### config.mk
export PLATFORM = sky130hd
export DESIGN_NAME = timer_irq_source_flat
export DESIGN_NICKNAME = d
export VERILOG_FILES = /design/src/rtl/timer_irq_source_if.sv /design/src/rtl/timer_irq_source.sv /design/src/flat_wrapper.sv
export SDC_FILE = /design/constraint.sdc
export NUM_CORES = 1
export LEC_CHECK = 0
export BUFFER_PORTS_ARGS = -buffer_cell sky130_fd_sc_hd__buf_2
export CAP_MARGIN = 20
export CORE_MARGIN = 3
export CORE_UTILIZATION = 62
export CTS_CLUSTER_SIZE = 20
export DETAILED_ROUTE_END_ITERATION = 7
export GPL_TIMING_DRIVEN = 0
export PLACE_DENSITY = 0.95
export SETUP_SLACK_MARGIN = 0.05
export SLEW_MARGIN = 20
export SYNTH_ARGS = -nofsm -noshare
export SYNTH_HDL_FRONTEND = slang
export SYNTH_SLANG_ARGS = --single-unit
### constraint.sdc
create_clock -name clk -period 4.45 [get_ports clk]
set_input_delay 0.445 -clock clk [delete_from_list [all_inputs] [get_ports clk]]
set_output_delay 0.445 -clock clk [all_outputs]
set_load 0.03 [all_outputs]
### src/rtl/timer_irq_source_if.sv
// Data-memory bus seen by the timer peripheral: address, write data,
// read/write strobes from the control unit and combinational read data back.
interface timer_irq_source_if;
  logic [31:0] addr;
  logic [31:0] wdata;
  logic        MemRd;
  logic        MemWr;
  logic [31:0] rdata;

  modport master (output addr, output wdata, output MemRd, output MemWr, input rdata);
  modport slave  (input addr, input wdata, input MemRd, input MemWr, output rdata);
endinterface

### src/rtl/timer_irq_source.sv
// Memory-mapped timer: reload (TH), counter (TL), control/status (TCON)
// and a free-running cycle counter (SYSTICK). TL counts prescaled ticks and
// reloads from TH on overflow; a pending bit raises a level IRQ until cleared.
module timer_irq_source #(
  parameter int unsigned PRESCALE  = 1,
  parameter logic [31:0] BASE_ADDR = 32'h4000_0000
) (
  input  logic                 clk,
  input  logic                 reset,
  timer_irq_source_if.slave    bus,
  output logic                 IRQ
);

  localparam int unsigned PW = (PRESCALE > 1) ? $clog2(PRESCALE) : 1;
  localparam logic [PW-1:0] PCNT_MAX = PW'(PRESCALE - 1);

  localparam logic [31:0] ADDR_TH      = BASE_ADDR + 32'h00;
  localparam logic [31:0] ADDR_TL      = BASE_ADDR + 32'h04;
  localparam logic [31:0] ADDR_TCON    = BASE_ADDR + 32'h08;
  localparam logic [31:0] ADDR_SYSTICK = BASE_ADDR + 32'h14;

  logic [31:0]   th_q, th_d;
  logic [31:0]   tl_q, tl_d;
  logic [2:0]    tcon_q, tcon_d;
  logic [PW-1:0] pcnt_q, pcnt_d;
  logic [31:0]   systick_q, systick_d;

  logic wr_th, wr_tl, wr_tcon;
  logic tick, overflow;
  logic hw_set;

  // Write decode, prescaler tick and overflow detection (all from pre-edge state)
  always_comb begin
    wr_th    = bus.MemWr && (bus.addr == ADDR_TH);
    wr_tl    = bus.MemWr && (bus.addr == ADDR_TL);
    wr_tcon  = bus.MemWr && (bus.addr == ADDR_TCON);
    tick     = tcon_q[0] && (pcnt_q == PCNT_MAX);
    overflow = tick && (tl_q == 32'hFFFF_FFFF);
    hw_set   = overflow && tcon_q[1];
  end

  // Next-state computation for every register
  always_comb begin
    th_d      = wr_th ? bus.wdata : th_q;
    systick_d = systick_q + 32'd1;

    // A software write to TL takes priority over the hardware count.
    tl_d = tl_q;
    if (wr_tl) begin
      tl_d = bus.wdata;
    end else if (tick) begin
      tl_d = overflow ? th_q : (tl_q + 32'd1);
    end

    // The hardware pending-set is OR-ed in even on a TCON write so it is never lost.
    if (wr_tcon) begin
      tcon_d = {bus.wdata[2] | hw_set, bus.wdata[1:0]};
    end else begin
      tcon_d = {tcon_q[2] | hw_set, tcon_q[1:0]};
    end

    // Disabling the counter (held or just written off) parks the prescaler at 0,
    // so re-enabling always waits a full PRESCALE period for the next tick.
    if (!tcon_q[0] || (wr_tcon && !bus.wdata[0]) || tick) begin
      pcnt_d = '0;
    end else begin
      pcnt_d = pcnt_q + PW'(1);
    end
  end

  // State registers with asynchronous clear
  always_ff @(posedge clk or posedge reset) begin
    if (reset) begin
      th_q      <= '0;
      tl_q      <= '0;
      tcon_q    <= '0;
      pcnt_q    <= '0;
      systick_q <= '0;
    end else begin
      th_q      <= th_d;
      tl_q      <= tl_d;
      tcon_q    <= tcon_d;
      pcnt_q    <= pcnt_d;
      systick_q <= systick_d;
    end
  end

  // Combinational read mux; anything unmapped or without MemRd reads 0
  always_comb begin
    bus.rdata = '0;
    if (bus.MemRd) begin
      case (bus.addr)
        ADDR_TH:      bus.rdata = th_q;
        ADDR_TL:      bus.rdata = tl_q;
        ADDR_TCON:    bus.rdata = {29'd0, tcon_q};
        ADDR_SYSTICK: bus.rdata = systick_q;
        default:      bus.rdata = '0;
      endcase
    end
  end

  assign IRQ = tcon_q[1] & tcon_q[2];

endmodule

### src/flat_wrapper.sv
// flat-port wrapper written by rule: the top's interface ports become plain ports
module timer_irq_source_flat 
#(
  parameter int unsigned PRESCALE  = 1,
  parameter logic [31:0] BASE_ADDR = 32'h4000_0000
)
  (clk, reset, IRQ, bus_addr, bus_wdata, bus_MemRd, bus_MemWr, bus_rdata);
  timer_irq_source_if bus_i ();
  input  logic clk;
  input  logic reset;
  output logic IRQ;
  input wire logic [$bits(bus_i.addr)-1:0] bus_addr;
  input wire logic [$bits(bus_i.wdata)-1:0] bus_wdata;
  input wire logic [$bits(bus_i.MemRd)-1:0] bus_MemRd;
  input wire logic [$bits(bus_i.MemWr)-1:0] bus_MemWr;
  output wire logic [$bits(bus_i.rdata)-1:0] bus_rdata;
  assign bus_i.addr = bus_addr;
  assign bus_i.wdata = bus_wdata;
  assign bus_i.MemRd = bus_MemRd;
  assign bus_i.MemWr = bus_MemWr;
  assign bus_rdata = bus_i.rdata;
  timer_irq_source #(.PRESCALE(PRESCALE), .BASE_ADDR(BASE_ADDR)) u_core (.clk(clk), .reset(reset), .bus(bus_i), .IRQ(IRQ));
endmodule
=== Word-level counts from Yosys, hierarchy flattened ===
Index checks and enable logic that the tools add are counted.

* Register bits after elaboration: 100
* Latch bits: 0
* Memory bits (writable): 0
* Memory bits (read-only): 0
* Input bits: 68
* Output and inout port bits: 33
* Word-level logic and storage cells: 37
* Memories kept: 0

* Add/sub/neg operators: 3
* $mul: 0
* Divide/modulo/power cells: 0
* Magnitude comparators: 0
* Eq/ne operators: 5
* Shifts and indexed selects: 0
* Multiplexer cells: 7
* Bitwise operators: 4
* Reductions and logical operators: 12

{| class="wikitable"
|+ Operators with widths
! kind !! number
|-
| $eq A32 B31 Y1 const B || 4
|-
| $mux W32 || 4
|-
| $pmux W32 S4 || 1
|-
| $add A32 B1 Y32 const B || 2
|-
| $eq A32 B32 Y1 const B || 1
|-
| $logic_and A1 B1 Y1 || 7
|-
| $mux W3 || 1
|-
| $logic_not A1 Y1 || 2
|-
| $logic_or A1 B1 Y1 || 2
|-
| $or A1 B1 Y1 || 2
|-
| $reduce_bool A2 Y1 || 1
|-
| $add A1 B1 Y1 const B || 1
|-
| $and A1 B1 Y1 || 1
|-
| $mux W1 || 1
|-
| $not A1 Y1 || 1
|}

=== Longest topological paths before layout ===
* Depth in word-level cells: 6
* Depth in mapped cells: 8
* Depth with buffers taken out: 7

=== Worst setup path before layout ===
Ideal clock, no wire load.

* Path type: input-to-output
* Start: input bus_addr[21]
* End: output bus_rdata[21]
* Arrival: 2.223 ns
* Data required time: 4.005 ns
* Slack: 1.782 ns
* Cell stages on the path: 8
* Path buffers: 2
* Path through: nor4b_1 -> and4_1 -> nand2_1 -> nor4_1 -> buf_2 -> buf_2 -> a21oi_1 -> nor2_1

* Cells in the longest elaborated chain, start to end: 3

{| class="wikitable"
|+ RTL lines
! item !! RTL line !! source
|-
| from (decl) || flat_wrapper.sv:12 || <nowiki>input wire logic [$bits(bus_i.addr)-1:0] bus_addr;</nowiki>
|-
| $eq A32 B31 Y1 || timer_irq_source.sv:92 || <nowiki>case (bus.addr)</nowiki>
|-
| $pmux W32 S4 * || timer_irq_source.sv:92 ||
|-
| $mux W32 * || timer_irq_source.sv:91 || <nowiki>if (bus.MemRd) begin</nowiki>
|-
| to (decl) || flat_wrapper.sv:16 || <nowiki>output wire logic [$bits(bus_i.rdata)-1:0] bus_rdata;</nowiki>
|}

Mark *: on every way between the ends. The rest lies on a longest branch, timed or not.

=== Worst setup path after layout ===
* Start: input bus_addr[13]
* End: output bus_rdata[28]

The elaborated chain is that of the path after synthesis.

==> flow_metrics.env <==
export IMPL_outcome="completed"
export IMPL_setup_violations=0
export IMPL_intPower_uw=1220
export IMPL_ant_nets=0
export IMPL_die_area_sq_mm=0.0113
export IMPL_start_kind="input port"
export IMPL_die_width_um=106
export IMPL_dp_hpwl_mm=14.5
export IMPL_avgSynthCellArea_sq_um=8.95
export IMPL_grt_pass1_wl_mm=31.7
export IMPL_vdd_ir_drop_max_mv=0.201
export IMPL_fin_setup_tns_ns=0
export IMPL_synth_seq_cells=100
export IMPL_power_density_mw_per_mm2=231
export IMPL_place_area_sq_mm=0.00690
export IMPL_antenna_found_initial=0
export IMPL_finClkSkew_ns=0.0143
export IMPL_grt_overflow=0
export IMPL_relSlewSlack=0.421
export IMPL_clkPwrFrac=0.392
export IMPL_syn_area_sq_mm=0.00621
export IMPL_antennaDiodeCount=0
export IMPL_place_congestion=0.978
export IMPL_fin_area_sq_mm=0.00712
export IMPL_detail_route_iter0_violations=914
export IMPL_syn_num_nets=764
export IMPL_pwr_share_seq=0.554
export IMPL_netSwitchingPower_uw=420
export IMPL_cts_tree="built"
export IMPL_synth_compound_area_share=0.122
export IMPL_die_y_um=106
export IMPL_synthFlopType="dfrtp_1"
export IMPL_critPathKind="input port to output pin"
export IMPL_synth_xor_area_share=0.0479
export IMPL_final_nets=874
export IMPL_async_reset_ff_frac=1.00
export IMPL_clk_pin_slew_ns=0.11
export IMPL_post_cts_buffers=0
export IMPL_cts_resized=0
export IMPL_cts_hold_buf=0
export IMPL_synth_edf_count=0
export IMPL_fin_hold_ws_ns=0.0643
export IMPL_grtUsageTotal=0.356
export IMPL_via_count=6165
export IMPL_routed_via_density=6.57
export IMPL_synth_top_family_by_area="simple AND/OR/NAND/NOR gates"
export IMPL_clock_path_buffers=2
export IMPL_crit_fanout=10
export IMPL_synthCells=694
export IMPL_routed_wirelength_mm=19.8
export IMPL_numCtsBuffers=9
export IMPL_rsz0062_at_grt="no"
export IMPL_post_route_drc_count=0
export IMPL_endpoint_kind="output pin"
export IMPL_crit_arrival_ns=2.80
export IMPL_yosys_area_share_adder=0.00403
export IMPL_initial_core_util=0.654
export IMPL_wire_per_inst_um=21.1
export IMPL_port_buffers=98
export IMPL_cts_root_buffer="clkbuf_8"
export IMPL_grt_pass1_vias=6126
export IMPL_syn_to_final_growth_pct=14.5
export IMPL_pin_count=101
export IMPL_hp_class="input port to async pin"
export IMPL_cts_sinks=100
export IMPL_ys_warn_count=0
export IMPL_htree_levels=3
export IMPL_finalHoldViolCount=0
export IMPL_clock_latency_ns=0.38
export IMPL_yosys_area_share_simple=0.251
export IMPL_rows=35
export IMPL_p_comb_frac=0.055
export IMPL_leakagePower_uw=0.00330
export IMPL_timing_fmax_mhz=308
export IMPL_drt_pass1_iter_count=5
export IMPL_drive_gt1_frac=0.227
export IMPL_maxCapViolCount=0
export IMPL_ys_types=59
export IMPL_period_share=0.729
export IMPL_synth_mux_area_frac=0.135
export IMPL_yosysSeqAreaShare=0.403
export IMPL_period_needed_ns=3.24
export IMPL_worstMarginPinSlew_ns=0.861
export IMPL_core_area_sq_mm=0.00950
export IMPL_grt_max_degree=60
export IMPL_switching_share=0.256
export IMPL_maxSlewViolCount=0
export IMPL_crit_required_ns=4.01
export IMPL_finish_utilization=0.749
-- cells by family (layout without fill, tap and decap cells) --
kind of cell | Yosys count | in the layout
AO/OA/AOI/OAI | 123 | 123
XOR/XNOR | 34 | 34
adder cells (fa/ha/maj) | 2 | 2
other | 1 | 1
flip-flops | 100 | 100
multiplexers | 79 | 79
AND/OR/NAND/NOR | 303 | 303
buffers and inverters | 52 | 167
-- sequential cells by signal (all words and copies together), names as in the netlist --
register          count
u_core.pcnt_q         1
u_core.systick_q     32
u_core.tcon_q         3
u_core.th_q          32
u_core.tl_q          32
-- final cells by class --
class | count | area [sq um]
plain buffers | 43 | 191
clock buffers | 9 | 124
clock inverters | 7 | 87.6
fillers | 732 | 2390
inverters | 9 | 38.8
multi-input cells | 542 | 3490
flip-flops and latches | 100 | 2500
well taps | 129 | 161
repair buffers | 99 | 518
-- critical path, stage by stage --
cell,delay (ns)
buf_2,0.10
nor4_1,0.30
and4_1,0.30
nand2_1,0.18
nor4_1,0.37
buf_2,0.34
buf_2,0.30
a21oi_1,0.12
nor2_1,0.12
buf_2,0.22
-- synth_stat cells (4+ instances only) --
cell type  count  area share
dfrtp_1      100        0.40
a21o_1         8      0.0097
a41oi_1        4      0.0056
o21a_1         4      0.0048
buf_2         11      0.0089
and2_1         6      0.0060
mux2i_1       41       0.066
xor2_1        13       0.018
nand2_1       65       0.039
clkbuf_1      21       0.013
inv_1          9      0.0054
and4_1         7      0.0099
a21oi_1       45       0.036
nor2_1        93       0.056
or3_1          6      0.0060
nand3_1       31       0.025
nor4_1        13       0.013
and3_1        19       0.019
nor3_1        22       0.018
mux2_2        38       0.069
o21ai_0       19       0.015
nand4_1       21       0.021
a31oi_1        8      0.0081
o211ai_1       7      0.0085
buf_4          4      0.0048
xnor2_1       21       0.030
buf_1          6      0.0036
o21ai_1        6      0.0048
-- routing by layer --
layer	GRT usage	wire [um]
met5	0	0
met4	0.118	532
met3	0.0686	1870
met2	0.594	9730
met1	0.468	7670
-- per-stage QoR --
step           power (uW)  setup WS (ns)  instances
6_report             1640           1.21        938
2_1_floorplan         967           1.39        694
3_3_place_gp         1010          0.406        921
5_1_grt              1690           1.13        938
3_5_place_dp         1020           1.33        922
4_1_cts              1640           1.33        938
-- power by group through the flow --
stage / combinational, uW / clock, uW / sequential, uW
4_1_cts: 89.5 / 645 / 909
6_report: 89.7 / 643 / 909
3_5_place_dp: 89.2 / 0 / 927
3_3_place_gp: 81.5 / 0 / 927
2_1_floorplan: 40.6 / 0 / 927
5_1_grt: 98.1 / 681 / 909
-- layout by cell type, fill, tap and decap left out, drive strengths merged, types with 3 or more instances in the layout --
cell    netlist  final
nor4         17     17
o21ai        26     26
o221ai        3      3
xor2         13     13
o22ai         3      3
a21oi        46     46
nor3         22     22
and3         20     20
xnor2        21     21
or3           6      6
nand4        24     24
o211ai        7      7
inv           9     14
a21o          8      8
mux2i        41     41
and2          6      6
buf          21    120
o21a          4      4
mux2         38     38
clkbuf       22     31
nand2b        3      3
nand3        32     32
and4          8      8
dfrtp       100    100
nand2        65     65
a31oi         8      8
nor2         93     93
a41oi         4      4
-- worst paths after layout --
check | start | to | slack (ns) | cells after the start
min in group clk | bus_wdata[16] | u_core.tl_q[16]$_DFFE_PP0P_ | 0.28 | 2
min reg2reg | u_core.systick_q[31]$_DFF_PP0_ | u_core.systick_q[31]$_DFF_PP0_ | 0.50 | 1
max in group asynchronous | reset | u_core.th_q[14]$_DFFE_PP0P_ | 3.75 | 3
max reg2reg | u_core.systick_q[2]$_DFF_PP0_ | u_core.systick_q[25]$_DFF_PP0_ | 1.79 | 7
min | reset | u_core.tl_q[28]$_DFFE_PP0P_ | 0.06 | 2
max | bus_addr[13] | bus_rdata[28] | 1.21 | 10
(Power assumes the default switching activity.)
